--- src/rtl/gpr_wb_arbiter_pkg.sv ---
// Shared types for the GPR writeback arbiter: register index, data word and
// the per-requester writeback request bundle.
package gpr_wb_arbiter_pkg;

    localparam int GPR_COUNT = 32;

    typedef logic [31:0] Word;
    typedef logic [4:0]  Reg_index;

    typedef struct packed {
        Reg_index sel;
        Word      data;
    } Gpr_wb_req;

endpackage

--- src/rtl/gpr_wb_arbiter_if.sv ---
// Writeback bus between the execution units / issue logic (master) and the
// GPR writeback arbiter (slave).
interface gpr_wb_arbiter_if
    import gpr_wb_arbiter_pkg::*;
#(
    parameter int NUM_REQ = 3
) ();

    logic [NUM_REQ-1:0]      req_valid;
    Gpr_wb_req [NUM_REQ-1:0] req;
    logic [NUM_REQ-1:0]      req_ready;

    logic                    wa_wr;
    Reg_index                wa_sel;
    Word                     wa;

    logic                    reserve_valid;
    Reg_index                reserve_sel;
    logic [GPR_COUNT-1:0]    busy;
    logic                    err_double_reserve;

    modport master (
        output req_valid, req, reserve_valid, reserve_sel,
        input  req_ready, wa_wr, wa_sel, wa, busy, err_double_reserve
    );

    modport slave (
        input  req_valid, req, reserve_valid, reserve_sel,
        output req_ready, wa_wr, wa_sel, wa, busy, err_double_reserve
    );

endinterface

--- src/rtl/gpr_wb_arbiter_rr.sv ---
// One-hot grant picker: round-robin starting after the last winner, or fixed
// priority with index 0 highest.
module rr_arbiter #(
    parameter int N          = 3,
    parameter bit FIXED_PRIO = 1'b0,
    parameter int PW         = (N > 1) ? $clog2(N) : 1
) (
    input  logic          clk,
    input  logic          reset,
    input  logic [N-1:0]  valid_i,
    output logic [N-1:0]  grant_o,
    output logic [PW-1:0] gidx_o,
    output logic          gnt_o
);

    logic [PW-1:0] ptr_q;
    int            idx;
    logic          found;

    always_comb begin
        grant_o = '0;
        gidx_o  = '0;
        found   = 1'b0;
        idx     = 0;
        for (int k = 0; k < N; k++) begin
            if (FIXED_PRIO) idx = k;
            else            idx = (int'(ptr_q) + 1 + k) % N;
            if (!found && valid_i[idx]) begin
                grant_o[idx] = 1'b1;
                gidx_o       = PW'(idx);
                found        = 1'b1;
            end
        end
        gnt_o = found;
    end

    // Pointer parks at N-1 so the first search after reset starts at 0.
    always_ff @(posedge clk or posedge reset) begin
        if (reset)      ptr_q <= PW'(N - 1);
        else if (gnt_o) ptr_q <= gidx_o;
    end

endmodule

--- src/rtl/gpr_wb_arbiter.sv ---
// Shares the single GPR write port among NUM_REQ writeback units through a
// registered output stage, and tracks outstanding destinations in a scoreboard.
module gpr_wb_arbiter
    import gpr_wb_arbiter_pkg::*;
#(
    parameter int NUM_REQ    = 3,
    parameter bit FIXED_PRIO = 1'b0
) (
    input  logic             clk,
    input  logic             reset,
    gpr_wb_arbiter_if.slave  wb
);

    localparam int PW = (NUM_REQ > 1) ? $clog2(NUM_REQ) : 1;

    logic [NUM_REQ-1:0]   grant;
    logic [PW-1:0]        gidx;
    logic                 gnt;

    logic                 wa_wr_q;
    Reg_index             wa_sel_q;
    Word                  wa_q;
    logic [GPR_COUNT-1:0] busy_q, busy_d;
    logic                 err_q, err_d;

    rr_arbiter #(
        .N          (NUM_REQ),
        .FIXED_PRIO (FIXED_PRIO),
        .PW         (PW)
    ) u_arb (
        .clk     (clk),
        .reset   (reset),
        .valid_i (wb.req_valid),
        .grant_o (grant),
        .gidx_o  (gidx),
        .gnt_o   (gnt)
    );

    // Output stage never stalls, so the grant is the handshake.
    assign wb.req_ready = reset ? '0 : grant;

    always_ff @(posedge clk or posedge reset) begin
        if (reset) begin
            wa_wr_q  <= 1'b0;
            wa_sel_q <= '0;
            wa_q     <= '0;
        end else begin
            wa_wr_q <= gnt;
            if (gnt) begin
                wa_sel_q <= wb.req[gidx].sel;
                wa_q     <= wb.req[gidx].data;
            end
        end
    end

    // Clear on commit first, then set on reserve so a same-cycle reserve wins.
    always_comb begin
        busy_d = busy_q;
        if (wa_wr_q)          busy_d[wa_sel_q]       = 1'b0;
        if (wb.reserve_valid) busy_d[wb.reserve_sel] = 1'b1;
        err_d = wb.reserve_valid && busy_q[wb.reserve_sel] &&
                !(wa_wr_q && (wa_sel_q == wb.reserve_sel));
    end

    always_ff @(posedge clk or posedge reset) begin
        if (reset) begin
            busy_q <= '0;
            err_q  <= 1'b0;
        end else begin
            busy_q <= busy_d;
            err_q  <= err_d;
        end
    end

    assign wb.wa_wr              = wa_wr_q;
    assign wb.wa_sel             = wa_sel_q;
    assign wb.wa                 = wa_q;
    assign wb.busy               = busy_q;
    assign wb.err_double_reserve = err_q;

endmodule

--- src/flat_wrapper.sv ---
// flat-port wrapper written by rule: the top's interface ports become plain ports
module gpr_wb_arbiter_flat import gpr_wb_arbiter_pkg::*;
#(
    parameter int NUM_REQ    = 3,
    parameter bit FIXED_PRIO = 1'b0
)
  (clk, reset, wb_req_valid, wb_req, wb_reserve_valid, wb_reserve_sel, wb_req_ready, wb_wa_wr, wb_wa_sel, wb_wa, wb_busy, wb_err_double_reserve);
  gpr_wb_arbiter_if #(.NUM_REQ(NUM_REQ)) wb_i ();
  input  logic clk;
  input  logic reset;
  input wire logic [$bits(wb_i.req_valid)-1:0] wb_req_valid;
  input wire logic [$bits(wb_i.req)-1:0] wb_req;
  input wire logic [$bits(wb_i.reserve_valid)-1:0] wb_reserve_valid;
  input wire logic [$bits(wb_i.reserve_sel)-1:0] wb_reserve_sel;
  output wire logic [$bits(wb_i.req_ready)-1:0] wb_req_ready;
  output wire logic [$bits(wb_i.wa_wr)-1:0] wb_wa_wr;
  output wire logic [$bits(wb_i.wa_sel)-1:0] wb_wa_sel;
  output wire logic [$bits(wb_i.wa)-1:0] wb_wa;
  output wire logic [$bits(wb_i.busy)-1:0] wb_busy;
  output wire logic [$bits(wb_i.err_double_reserve)-1:0] wb_err_double_reserve;
  assign wb_i.req_valid = wb_req_valid;
  assign wb_i.req = wb_req;
  assign wb_i.reserve_valid = wb_reserve_valid;
  assign wb_i.reserve_sel = wb_reserve_sel;
  assign wb_req_ready = wb_i.req_ready;
  assign wb_wa_wr = wb_i.wa_wr;
  assign wb_wa_sel = wb_i.wa_sel;
  assign wb_wa = wb_i.wa;
  assign wb_busy = wb_i.busy;
  assign wb_err_double_reserve = wb_i.err_double_reserve;
  gpr_wb_arbiter #(.NUM_REQ(NUM_REQ), .FIXED_PRIO(FIXED_PRIO)) u_core (.clk(clk), .reset(reset), .wb(wb_i));
endmodule
--- config.mk ---
export PLATFORM = sky130hd
export DESIGN_NAME = gpr_wb_arbiter_flat
export DESIGN_NICKNAME = d
export VERILOG_FILES = /design/src/rtl/gpr_wb_arbiter_pkg.sv /design/src/rtl/gpr_wb_arbiter_if.sv /design/src/rtl/gpr_wb_arbiter_rr.sv /design/src/rtl/gpr_wb_arbiter.sv /design/src/flat_wrapper.sv
export SDC_FILE = /design/constraint.sdc
export NUM_CORES = 1
export LEC_CHECK = 0
export ABC_AREA = 1
export CAP_MARGIN = 20
export CORE_MARGIN = 3
export CORE_UTILIZATION = 39
export CTS_CLUSTER_SIZE = 12
export DETAILED_ROUTE_END_ITERATION = 7
export PLACE_DENSITY = 0.9
export SLEW_MARGIN = 0
export SYNTH_ARGS = -nofsm -noshare
export SYNTH_HDL_FRONTEND = slang
export SYNTH_SLANG_ARGS = --single-unit
export TNS_END_PERCENT = 50
--- constraint.sdc ---
create_clock -name clk -period 2.3 [get_ports clk]
set_input_delay 0.46 -clock clk [delete_from_list [all_inputs] [get_ports clk]]
set_output_delay 0.46 -clock clk [all_outputs]
set_load 0.1 [all_outputs]
* Word level (Yosys, flattened, before mapping)
Index checks and enable logic that the tools add are counted.
** Word-level totals
- Output and inout port bits :: 74
- Word-level logic and storage cells :: 77
- Flip-flop bits (word level) :: 73
** Cells by class
- Divide/modulo/power cells :: 3
- Eq/ne operators :: 1
- Reduce and logical (&&, ||, !) cells :: 13
- $lt $le $gt $ge :: 11
- Add/subtract/negate cells :: 3
- Bitwise operators :: 5
- Muxes and demuxes :: 35
** Operators with widths (number)
- greater-or-equal comparator 32 x 1 -> 1 bit (second input constant) :: 3
- < comparator 32 x 4 -> 1 bit (second input constant) :: 3
- remainder unit 32 x 3 -> 32 bit (second input constant) :: 3
- binary-select mux 37 bit (select 2 bit) :: 1
- two-way mux 32 bit :: 2
- two-way mux 37 bit :: 1
- adder 32 x 2 -> 32 bit (second input constant) :: 1
- bitwise AND 32 bit :: 1
- NOT 32 bit :: 1
- bitwise OR 32 bit :: 1
- two-way mux 1 bit :: 15
- < comparator 5 x 6 -> 1 bit (second input constant) :: 2
- two-way mux 3 bit :: 4
- demux 1 bit (select 5 bit) :: 2
- greater-or-equal comparator 5 x 1 -> 1 bit (second input constant) :: 2
- logical AND 1 bit :: 10
- binary-select mux 1 bit (select 2 bit) :: 3
- demux 1 bit (select 2 bit) :: 3
- two-way mux 2 bit :: 3
- bitwise OR 3 bit :: 2
- binary-select mux 1 bit (select 5 bit) :: 1
- == test 5 bit :: 1
- adder 3 x 2 -> 4 bit (second input constant) :: 1
- adder 2 x 1 -> 3 bit (second input constant) :: 1
- 2 further kinds :: 4

* Depth between registers and ports, before layout
- Word-level depth :: 14
- Gate-level depth with buffers :: 15
- Mapped depth without buffers :: 14

* By module
From an unflattened synthesis, not the netlist that was laid out.
** Second synthesis, totals
- Cells, all modules :: 597
- Area total of the unflattened synthesis :: 4267.8 um2
** Modules (own cells, without submodules)
- gpr_wb_arbiter :: cells each 535, area each 3895.0 um2, instances 1
- rr_arbiter :: cells each 62, area each 372.9 um2, instances 1

* Least setup slack after synthesis
No wires, ideal clock.
- Path type :: reg2out
- Start :: reg u_core.u_arb.ptr_q[1]
- End :: out wb_req_ready[1]
- Data required time :: 1840 ps
- Arrival time :: 2876 ps
- Buffers on the path :: 0
- Stages on the path, launching flop included :: 9
- Path slack :: -1036 ps
- Path through :: dfstp_2 ha_1 o21ai_1 nand2_4 inv_2 nand2_1 inv_1 a31oi_1 a21oi_1
** Between the ends
- Cells in the longest elaborated chain, start to end :: 13
** Ends and longest elaborated chain
- from (decl) :: RTL line gpr_wb_arbiter_rr.sv:16 : logic [PW-1:0] ptr_q;
- from (signal assigned) :: RTL line gpr_wb_arbiter_rr.sv:39 : if (reset) ptr_q <= PW'(N - 1);
- from (signal assigned) :: RTL line gpr_wb_arbiter_rr.sv:40 : else if (gnt_o) ptr_q <= gidx_o;
- adder 2 x 1 -> 3 bit * :: RTL line gpr_wb_arbiter_rr.sv:27 : else idx = (int'(ptr_q) + 1 + k) % N;
- parallel branches: the longest is 10 deep, another holds adder 32 x 2 -> 32 bit
- two-way mux 3 bit * :: RTL line gpr_wb_arbiter_rr.sv:28 : if (!found && valid_i[idx]) begin
- two-way mux 3 bit * :: RTL line gpr_wb_arbiter.sv:40 : assign wb.req_ready = reset ? '0 : grant;
- to (decl) :: RTL line flat_wrapper.sv:15 : output wire logic [$bits(wb_i.req_ready)-1:0] wb_req_ready;
Mark *: on every way between the ends. The select of a mux whose other input is x is not followed.

* Final worst setup path
- Start :: reg u_core.u_arb.ptr_q[1]
- End :: out wb_req_ready[0]
The elaborated chain is that of the path after synthesis.

==> results.cfg <==
[floorplan]
die_w_um = 113
io-pin-count = 196
die_y_um = 113
core_area_um2 = 11000
rows = 38
die_area_um2 = 12700
initial_core_util_pct = 40.4

[placed_design]
hpwl_um = 11200
placed_area_um2 = 6660
port_buffers = 195
dp_slack_ns = -0.120
dp.cells = 922
place.gp.congestion = 0.953

[critical_path]
cp_top_family = flip-flops
critPathCaptureType = output pin
cpPeakStageDelay_ns = 0.57
cp_data_arrival_time_ns = 2.10
worstPathCellList = ha_4 > inv_2 > nand2_1 > nand3_1 > nand2_1 > nand3_1 > a21oi_4 > buf_12
path_max_fanout = 7
cpMaxStageDelayCell = dfstp_2
setup.worst_path.class = reg2out
crit_buf_inv = 2
cp_data_required_time_ns = 1.84
r2r_slack_ns = -0.07
startpoint_type = flip-flop

[route]
ant_nets = 0
num_vias = 5126
drcViolationCount = 0
drt-initial-drc-count = 384
viasPerCell = 5.36
first_pass_iters = 7
routed_wl_um = 16100
avgRoutedWirePerCell_um = 16.8

[timing]
setup_violations = 40
period_needed_ns = 2.56
rsz0062_at_grt = true
finClkSkew_ns = 0.00702
timing.slew.headroom_pct = 52.0
drv_slew = 0
hold_violations = 0
fmax_mhz = 390
finalCritPeriodShare_pct = 111
worstMarginPinSlew_ns = 0.718
worst_slack_ns = -0.264

[yosys]
synthesis.area_um2 = 4430
synth_sequential_area_ratio_pct = 41.2
async_reset_ff_share_pct = 100
ys_warn_count = 0
synth-edff-count = 0
syn_nets = 706
ys_ff_latch = 73
ys.flop_type = dfrtp_1
ys_types = 31
avgSynthCellArea_um2 = 7.64
netlist_instances = 580

[worst_hold_path]
hold_path.class = reg2reg

[cts]
cts_buffer_depth = 2
clock_sinks = 73
clock-root-buffer = clkbuf_16
tritoncts = built
cts_max_level = 3
clkTransAtPathRegs_ns = 0.06
cts_buffers = 9
clk_latency_ns = 0.33
postCtsHoldBufs = 0

[grt]
grt_overflow_total = 0
grt_pass1_vias = 4953
grt_pass1_wl_um = 24000
grt_start_max_net_pins = 38
antenna_found_initial = 0
grtUsageTotal_pct = 23.2

[cells_and_area]
nets = 937
final_core_util_pct = 66.7
final_common_cell = clkdlybuf4s50_1
layout-drive-gt1-share_pct = 29.0
final_area_um2 = 7330
fin_cells = 956
final_cell_mix = 121 x clkdlybuf4s50_1, 104 x buf_4, 81 x inv_1
area_growth_pct = 65.4
diodes = 0

[run]
cap_viol_max_count = 0

[outcome]
status = finished, violations left
failed_checks = negative setup slack
-- per-stage QoR --
| stage | setup TNS (ns) | hold slack, ns |
|---|---|---|
| after detailed placement | -0.619 | 0.506 |
| after CTS | -1.92 | 0.520 |
| after global placement | -0.136 | 0.500 |
| after global routing | -5.99 | 0.538 |
| final | -2.11 | 0.519 |
| after floorplan | -0.217 | 0.560 |
-- cell type report --
type / count / area, µm²
Clock buffer: 9 / 225
Clock inverter: 7 / 61.3
Fill cell: 853 / 3650
Timing Repair Buffer: 245 / 2350
Tap cell: 140 / 175
Inverter: 93 / 370
Sequential cell: 73 / 1830
Multi-Input combinational cell: 389 / 2320
-- cells in the mapped netlist (2+ instances only) --
library cell,number,area share [%]
buf_6,2,0.51
nand2_1,85,7.2
a221oi_1,2,0.40
nor2_4,2,0.51
o21ai_0,66,7.5
buf_12,2,0.90
ha_1,4,1.1
nand3_2,2,0.45
dfrtp_1,72,41
a21oi_1,24,2.7
nand2_4,2,0.51
o21ai_1,17,1.9
inv_2,8,0.68
buf_4,2,0.34
clkbuf_1,7,0.59
nor3_1,10,1.1
nor2_1,41,3.5
a21oi_2,28,5.5
nand2_2,4,0.56
buf_2,11,1.2
nand3_1,63,7.1
inv_1,85,7.2
a22oi_1,33,5.6
-- kinds of logic (layout without fill, tap and decap cells) --
group | Yosys count | after routing | share of synthesized area [%]
compound gates | 173 | 173 | 24.2
simple gates | 211 | 211 | 21.5
fa+ha+maj | 4 | 4 | 1.13
buf+inv | 118 | 354 | 11.8
xor+xnor | 1 | 1 | 0.198
flops | 73 | 73 | 41.2
-- state kept, by name, indices dropped and copies added, names as in the netlist --
signal                        cells
u_core.u_arb.ptr_q                2
u_core.wb.wa_sel                  5
u_core.wb.busy                   32
u_core.wb.wa_wr                   1
u_core.wb.err_double_reserve      1
u_core.wb.wa                     32
-- per-layer routing --
metal	GRT usage [%]	up-vias	share of wire (%)
li1	-	2411	-
met1	27.5	2385	37
met2	40.8	281	51
met3	5.77	49	9.0
met4	7.93	0	2.7
met5	0	-	0
-- path summary, 6_finish.rpt --
kind | endpoint | depth (start not counted) | startpoint
max in group asynchronous | u_core.u_arb.ptr_q[1]$_DFFE_PP1P_ | 3 | reset
min in group asynchronous | u_core.wb.wa[8]$_DFFE_PP0P_ | 2 | reset
min reg2reg | u_core.wb.wa[20]$_DFFE_PP0P_ | 2 | u_core.wb.wa[20]$_DFFE_PP0P_
max reg2reg | u_core.wb.wa[1]$_DFFE_PP0P_ | 13 | u_core.u_arb.ptr_q[1]$_DFFE_PP1P_
min | u_core.wb.wa[20]$_DFFE_PP0P_ | 2 | u_core.wb.wa[20]$_DFFE_PP0P_
max | wb_req_ready[0] | 8 | u_core.u_arb.ptr_q[1]$_DFFE_PP1P_
-- repair_timing --
action	in CTS	in global routing
resized for setup	18	35
setup buffers	10	5
endpoints found under the setup margin	3	40
pin swaps	10	12
cloned	0	4
-- tightest hold or removal path: stages (launching register included) --
cell	delay, ns
dfrtp_1	0.34
nor2_1	0.05
a21oi_2	0.09
Power is not shown: default switching activity piles up to over one toggle a cycle in this logic, so the estimate is an artifact.
